[src/rtl/data_memory_arbiter.sv]
// -----------------------------------------------------------------------------
// data_memory_arbiter
//
// Purpose:
//   Shares the single-port data_memory between the pipeline MEM stage (port 0)
//   and the loader/debug master (port 1). Port 0 has fixed priority. A
//   starvation guard forces port 1 to win once it has been denied MAX_WAIT
//   consecutive cycles. The winning command is registered onto the memory
//   interface. Read data returns with a one-cycle rvalid pulse on the port
//   that owned the read. A low p0_gnt is the MEM-stage stall source.
//
// Parameters:
//   ADDR_WIDTH - byte address width, forwarded unchanged to the memory
//   DATA_WIDTH - data word width
//   MAX_WAIT   - cycles port 1 may be denied before it is forced (1..15)
//
// Ports:
//   clk, reset_n                    clock (rising edge), async active-low reset
//   p0_req/p0_write/p0_address/p0_write_data   port 0 request and payload
//   p0_gnt                          port 0 accepted this cycle (combinational)
//   p0_rvalid, p0_read_data         port 0 read response
//   p1_*                            same set of signals for port 1
//   mem_write, mem_address, mem_write_data     registered memory command
//   mem_read_data                   combinational read data from memory
// -----------------------------------------------------------------------------
module data_memory_arbiter #(
  parameter int ADDR_WIDTH = 32,
  parameter int DATA_WIDTH = 32,
  parameter int MAX_WAIT   = 4
) (
  input  logic                  clk,
  input  logic                  reset_n,

  input  logic                  p0_req,
  input  logic                  p0_write,
  input  logic [ADDR_WIDTH-1:0] p0_address,
  input  logic [DATA_WIDTH-1:0] p0_write_data,
  output logic                  p0_gnt,
  output logic                  p0_rvalid,
  output logic [DATA_WIDTH-1:0] p0_read_data,

  input  logic                  p1_req,
  input  logic                  p1_write,
  input  logic [ADDR_WIDTH-1:0] p1_address,
  input  logic [DATA_WIDTH-1:0] p1_write_data,
  output logic                  p1_gnt,
  output logic                  p1_rvalid,
  output logic [DATA_WIDTH-1:0] p1_read_data,

  output logic                  mem_write,
  output logic [ADDR_WIDTH-1:0] mem_address,
  output logic [DATA_WIDTH-1:0] mem_write_data,
  input  logic [DATA_WIDTH-1:0] mem_read_data
);

  localparam logic [3:0] WAIT_LIMIT = 4'(MAX_WAIT);

  typedef enum logic {
    P0_PRIO,
    P1_FORCED
  } arb_state_t;

  arb_state_t state;
  arb_state_t state_next;
  logic [3:0] wait_cnt;
  logic [3:0] wait_next;

  // State register and starvation counter. The counter tracks how many
  // consecutive cycles port 1 has been left waiting.
  always_ff @(posedge clk or negedge reset_n) begin
    if (!reset_n) begin
      state    <= P0_PRIO;
      wait_cnt <= 4'd0;
    end else begin
      state    <= state_next;
      wait_cnt <= wait_next;
    end
  end

  // Grant decode and next-state logic. Grants are held low while reset is
  // asserted so no requester believes it was accepted during reset.
  // Entering P1_FORCED as soon as the counter would reach the limit means
  // port 1 wins on the cycle right after its MAX_WAIT-th denial.
  always_comb begin
    p0_gnt     = 1'b0;
    p1_gnt     = 1'b0;
    wait_next  = 4'd0;
    state_next = state;

    if (reset_n) begin
      case (state)
        P0_PRIO: begin
          p0_gnt = p0_req;
          p1_gnt = p1_req & ~p0_req;
        end
        P1_FORCED: begin
          p1_gnt = p1_req;
          p0_gnt = p0_req & ~p1_req;
        end
        default: begin
          p0_gnt = 1'b0;
          p1_gnt = 1'b0;
        end
      endcase
    end

    if (p1_req && !p1_gnt) begin
      if (wait_cnt >= WAIT_LIMIT) begin
        wait_next = WAIT_LIMIT;
      end else begin
        wait_next = wait_cnt + 4'd1;
      end
    end

    case (state)
      P0_PRIO: begin
        if (wait_next == WAIT_LIMIT) begin
          state_next = P1_FORCED;
        end
      end
      P1_FORCED: begin
        if (p1_gnt || !p1_req) begin
          state_next = P0_PRIO;
        end
      end
      default: state_next = P0_PRIO;
    endcase
  end

  // Command stage. The granted command is presented to memory for one cycle.
  // Without a grant only mem_write drops; address and data hold so the
  // memory inputs do not toggle needlessly. Async reset clears mem_write at
  // once, so a write granted just before reset never commits.
  always_ff @(posedge clk or negedge reset_n) begin
    if (!reset_n) begin
      mem_write      <= 1'b0;
      mem_address    <= '0;
      mem_write_data <= '0;
    end else if (p0_gnt) begin
      mem_write      <= p0_write;
      mem_address    <= p0_address;
      mem_write_data <= p0_write_data;
    end else if (p1_gnt) begin
      mem_write      <= p1_write;
      mem_address    <= p1_address;
      mem_write_data <= p1_write_data;
    end else begin
      mem_write      <= 1'b0;
    end
  end

  // Read response tracking. The memory reads combinationally, so the data
  // for a read granted in one cycle is on mem_read_data in the next cycle.
  always_ff @(posedge clk or negedge reset_n) begin
    if (!reset_n) begin
      p0_rvalid <= 1'b0;
      p1_rvalid <= 1'b0;
    end else begin
      p0_rvalid <= p0_gnt & ~p0_write;
      p1_rvalid <= p1_gnt & ~p1_write;
    end
  end

  assign p0_read_data = mem_read_data;
  assign p1_read_data = mem_read_data;

  // The two grants are mutually exclusive by construction.
  assert property (@(posedge clk) disable iff (!reset_n) !(p0_gnt && p1_gnt));

endmodule

[config.mk]
export PLATFORM = sky130hd
export DESIGN_NAME = data_memory_arbiter
export DESIGN_NICKNAME = d
export VERILOG_FILES = /design/src/rtl/data_memory_arbiter.sv
export SDC_FILE = /design/constraint.sdc
export NUM_CORES = 1
export LEC_CHECK = 0
export ABC_AREA = 0
export CAP_MARGIN = 20
export CORE_AREA = 2 2 114 116
export DETAILED_ROUTE_END_ITERATION = 12
export DIE_AREA = 0 0 116 118
export GPL_TIMING_DRIVEN = 0
export PLACE_DENSITY_LB_ADDON = 0.05
export SETUP_SLACK_MARGIN = 0.1
export SYNTH_ARGS = -nofsm -noshare
export SYNTH_HDL_FRONTEND = slang
export SYNTH_SLANG_ARGS = --single-unit
[constraint.sdc]
create_clock -name clk -period 1.48 [get_ports clk]
set_input_delay 0.148 -clock clk [delete_from_list [all_inputs] [get_ports clk]]
set_output_delay 0.148 -clock clk [all_outputs]
set_load 0.01 [all_outputs]
======== Word level (Yosys, flattened, before mapping) ========
Index checks and enable logic that the tools add are counted.
word-level totals
  bits in registers ....................... 72
  bits of input ports ..................... 166
  output and inout bits ................... 133
  logic and storage cells ................. 39
cells by class
  add/subtract/negate cells ............... 1
  order comparisons ....................... 1
  equal/unequal tests ..................... 1
  multiplexer cells ....................... 15
  bitwise logic cells ..................... 9
  reductions and logical operators ........ 5
operators with widths
  kind                                                                                 number
  32-bit 2-to-1 mux                                                                    4
  4-bit 2-to-1 mux                                                                     2
  1-bit 2-to-1 mux                                                                     6
  1-bit case mux with 2 select lines                                                   3
  1-bit inverter                                                                       5
  4-bit by 1-bit adder with 4-bit output, second input constant                        1
  1-bit AND                                                                            4
  4-bit by 3-bit equality test with 1-bit output, second input constant                1
  4-bit by 3-bit greater-or-equal comparator with 1-bit output, second input constant  1
  1-bit logical NOT                                                                    2
  2-bit nonzero test                                                                   1
  1-bit logical AND                                                                    1
  1-bit logical OR                                                                     1

======== Logic depth before layout (Yosys ltp) ========
  word-level depth ........................ 10
  depth in mapped cells ................... 5
  mapped depth without buffers ............ 3

======== Worst setup path before layout ========
Ideal clock, no wire load.
  path type ............................... reg2reg
  start point ............................. register state
  end point ............................... register mem_address[10]
  library setup time ...................... 0.126 ns
  arrival ................................. 1.218 ns
  data required time ...................... 1.354 ns
  setup slack ............................. 0.136 ns
  cell stages (with the launch flop) ...... 6
  path buffers ............................ 2
  clock period less this slack ............ 1.344 ns
  path through ............................ dfrtp_1 nand2b_1 and3_4 buf_6 buf_6 a221o_1
on the way
  word-level cells in the longest chain between the ends .. 4
  elaborated cells on any way between the ends .. 7
  those cells by class .................... mux (5); bitwise (1); reduce/logical (1)
RTL lines
  item                                                     RTL line  RTL
  start, declared                                          63        arb_state_t state;
  start signal, assigned                                   75        state <= state_next;
  1-bit inverter                                           91        case (state)
  1-bit case mux with 2 select lines                       91
  1-bit 2-to-1 mux                                         90        if (reset_n) begin
  32-bit 2-to-1 mux or 2-bit nonzero test (tied branches)  -
  end signal, assigned                                     141       mem_address <= p0_address;
  end signal, assigned                                     145       mem_address <= p1_address;
  end, declared                                            51        output logic [ADDR_WIDTH-1:0] mem_address,
Parallel ways exist; a longest one is shown, timed or not.
A chain may end at the register's enable or synchronous reset.

======== Worst setup path after layout ========
  start point ............................. register state
  end point ............................... register mem_address[14]
The elaborated chain is that of the path after synthesis.

==> flow_summary.yaml <==
status:
  status: "completed"
worst_setup_path:
  critPathLaunchType: "register"
  reg2reg_depth: 5
  worstPathMaxFanout: 9
  end_kind: "register"
  cp.arrival_ns: 1.67
  crit_slowest_cell: "dfrtp_1"
  critical_path_class: "register to register"
  reg2reg_from: "state"
  r2r_slack_ns: 0.008
  path_buf_inv: 2
  r2r-end: "mem_address[14]"
  max_stage_delay_ns: 0.41
  cp_top_family: "flip-flops"
  path_cells: "nand2b_4 > and3_4 > buf_12 > buf_8 > a221o_1"
  required_ns: 1.68
route:
  drt_iter0_markers: 95
  vias: 3514
  wirelength_mm: 12.7
  drc: 0
  dr.pass1.iters: 5
  vias_per_cell: 4.52
  post_drt_wl_per_cell_um: 16.3
  antenna_left: 0
layout:
  nets: 766
  multi_input_area_sq_um: 1190
  drive_gt1_share_pct: 20.2
  area_growth_pct: 99.8
  seq_area_sq_um: 1800
  final_util_pct: 58.0
  fin_area_sq_um: 7200
  nFillCells: 1104
grt:
  grt_pass1_vias: 3680
  grt_pass1_wl_mm: 18.9
  grt_use_met2_pct: 29.9
  grt_max_degree: 27
  grt-ovfl-total: 0
  grt.met3_usage_pct: 4.99
  antenna_found_initial: 2
  grt_busiest_layer: "met2"
  grt_usage_pct: 17.6
  use_met1_pct: 21.5
synth:
  synth_edf_count: 0
  syn-num-nets: 473
  async_flop_share_pct: 100
  synth_area_leaders: "dfrtp_1 (50%), a221o_1 (18%), buf_4 (14%), and2_1 (11%), buf_6 (1.9%)"
  synth_top_area_share_pct: 50.0
  synth.yosys.seq_area_share_pct: 50.0
  synth_ff_type: "dfrtp_1"
  syn-cell-area_sq_um: 3600
  synthCells: 306
  yosysTopAreaCell: "dfrtp_1"
  yosys_warnings: 0
  ys_seq_elements: 72
  synth.avg_cell_area_sq_um: 11.8
  synth.distinct_cells: 24
timing:
  fin_setup_tns_ns: 0
  drv_slew: 0
  hold_slack_ns: 0.331
  final-setup-viol-count: 0
  period_needed_ns: 1.47
  rsz0062_at_grt: "yes"
  skew_ns: 0.00878
  hold_violations: 0
  max_freq_ghz: 0.679
  worst_slack_ns: 0.00794
  post-route-period-util_pct: 99.5
clocking:
  insertion_delay_ns: 0.33
  cts_tree: "built"
  cts.sink_count: 72
  clockBufferDepth: 2
  htree_levels: 3
  numCtsBuffers: 9
  cts_root_buffer: "clkbuf_16"
  path_clk_slew_ns: 0.05
die:
  rows: 41
  fp.dieArea_sq_um: 13700
  die_w_um: 116
  dieHeight_um: 118
  core_sq_um: 12400
  initial_utilization_pct: 29.0
  pin_count: 299
pwr:
  pwr_density_cell_nw_per_um2: 959
  p_leak_nw: 3.52
  vdd_drop_max_mv: 0.463
place:
  place_congestion: 0.696
  port_buffers: 266
  dp_slack_ns: -0.665
  dp_hpwl_mm: 9.28
  placed_area_sq_um: 6510
worst_hold_path:
  min_path_type: "primary input to register"
  min_path_cells: 3
  whs_endpoint: "state"
  min-delay-start: "p1_req"
flow_run:
  drv_cap: 0
[timing repair]
item | 4_1_cts | 5_1_grt
buffers inserted | 2 | 5
gates cloned | 1 | 1
resized for setup | 55 | 46
pin swaps | 0 | 7
hold endpoints to repair | 46 | 0
hold buffers | 6 | 0
endpoints found under the setup margin | 94 | 92
[cell families after synthesis]
logic type | Yosys count | synth area share (%)
buf+inv | 85 | 17.4
flops | 72 | 50.0
compound gates | 69 | 18.6
simple gates | 78 | 13.6
fa+ha+maj | 1 | 0.347
other cells | 1 | 0.104
[registers in the layout, summed over array words and instances, names as in the netlist]
register	cells
mem_address	32
mem_write_data	32
wait_cnt	4
mem_write	1
p0_rvalid	1
p1_rvalid	1
state	1
[cell usage after synthesis (2+ instances only)]
cell      count
a21oi_1       2
buf_2         3
a221o_1      64
buf_6         6
dfrtp_1      72
clkbuf_1      7
buf_4        69
nor2_1        2
and2_1       64
nor3_1        3
[power by group]
part / leakage (nW) / internal, mW / switching [mW] / total [mW]
clock: 0.172 / 1.74 / 0.833 / 2.57
sequential: 0.895 / 2.23 / 0.120 / 2.35
combinational: 2.45 / 1.28 / 0.711 / 1.99
[placed cells by master, fill, tap and decap left out, types with 2 or more instances in the layout]
cell type	netlist	layout
clkdlybuf4s50_1	0	203
buf_4	69	72
dfrtp_1	72	72
and2_1	64	64
a221o_1	64	64
dlymetal6s2s_1	0	31
dlygate4sd2_1	0	29
clkbuf_16	0	10
buf_6	6	8
buf_8	0	6
buf_12	0	4
clkbuf_2	0	4
nor3_1	3	3
bufinv_16	0	3
dlygate4sd3_1	0	3
a21oi_1	2	2
buf_2	3	2
clkbuf_8	0	2
[worst min-delay path, stage by stage]
cell	delay, ns
dlymetal6s2s_1	0.17
a21bo_2	0.25
a21oi_1	0.05
[metrics by stage]
stage / power, mW / std cells
floorplan: 3.15 / 306
global placement: 4.37 / 744
detailed placement: 4.40 / 745
CTS: 6.98 / 770
global route: 7.20 / 776
finish: 6.90 / 777
[worst max-delay path by stage]
| stage | start | end | slack, ns | cells past startpoint |
|---|---|---|---|---|
| 4_1_cts | state | mem_address[14] | -0.02 | 5 |
| 3_3_place_gp | reset_n | p0_gnt | -3.50 | 5 |
| 5_1_grt | state | mem_address[14] | -0.04 | 5 |
| 6_report | state | mem_address[14] | 0.008 | 5 |
| 2_1_floorplan | state | mem_address[10] | 0.14 | 5 |
| 3_5_place_dp | reset_n | p0_gnt | -0.66 | 6 |
[area by class of cell]
class	count	share of cell area, %
tap	172	2.99
multi-input combinational	149	16.6
antenna	1	0.0348
buffer	85	9.56
timing repair buffer	282	40.9
clock inverter	5	1.42
sequential	72	25.0
clock buffer	11	3.51
[per-layer routing]
metal  share of wire (%)  wire [um]
met5                   0          0
met4                 1.5        193
met3                 8.6       1080
met2                  49       6270
met1                  40       5130
Note: power is estimated with default switching activity, not from simulation.
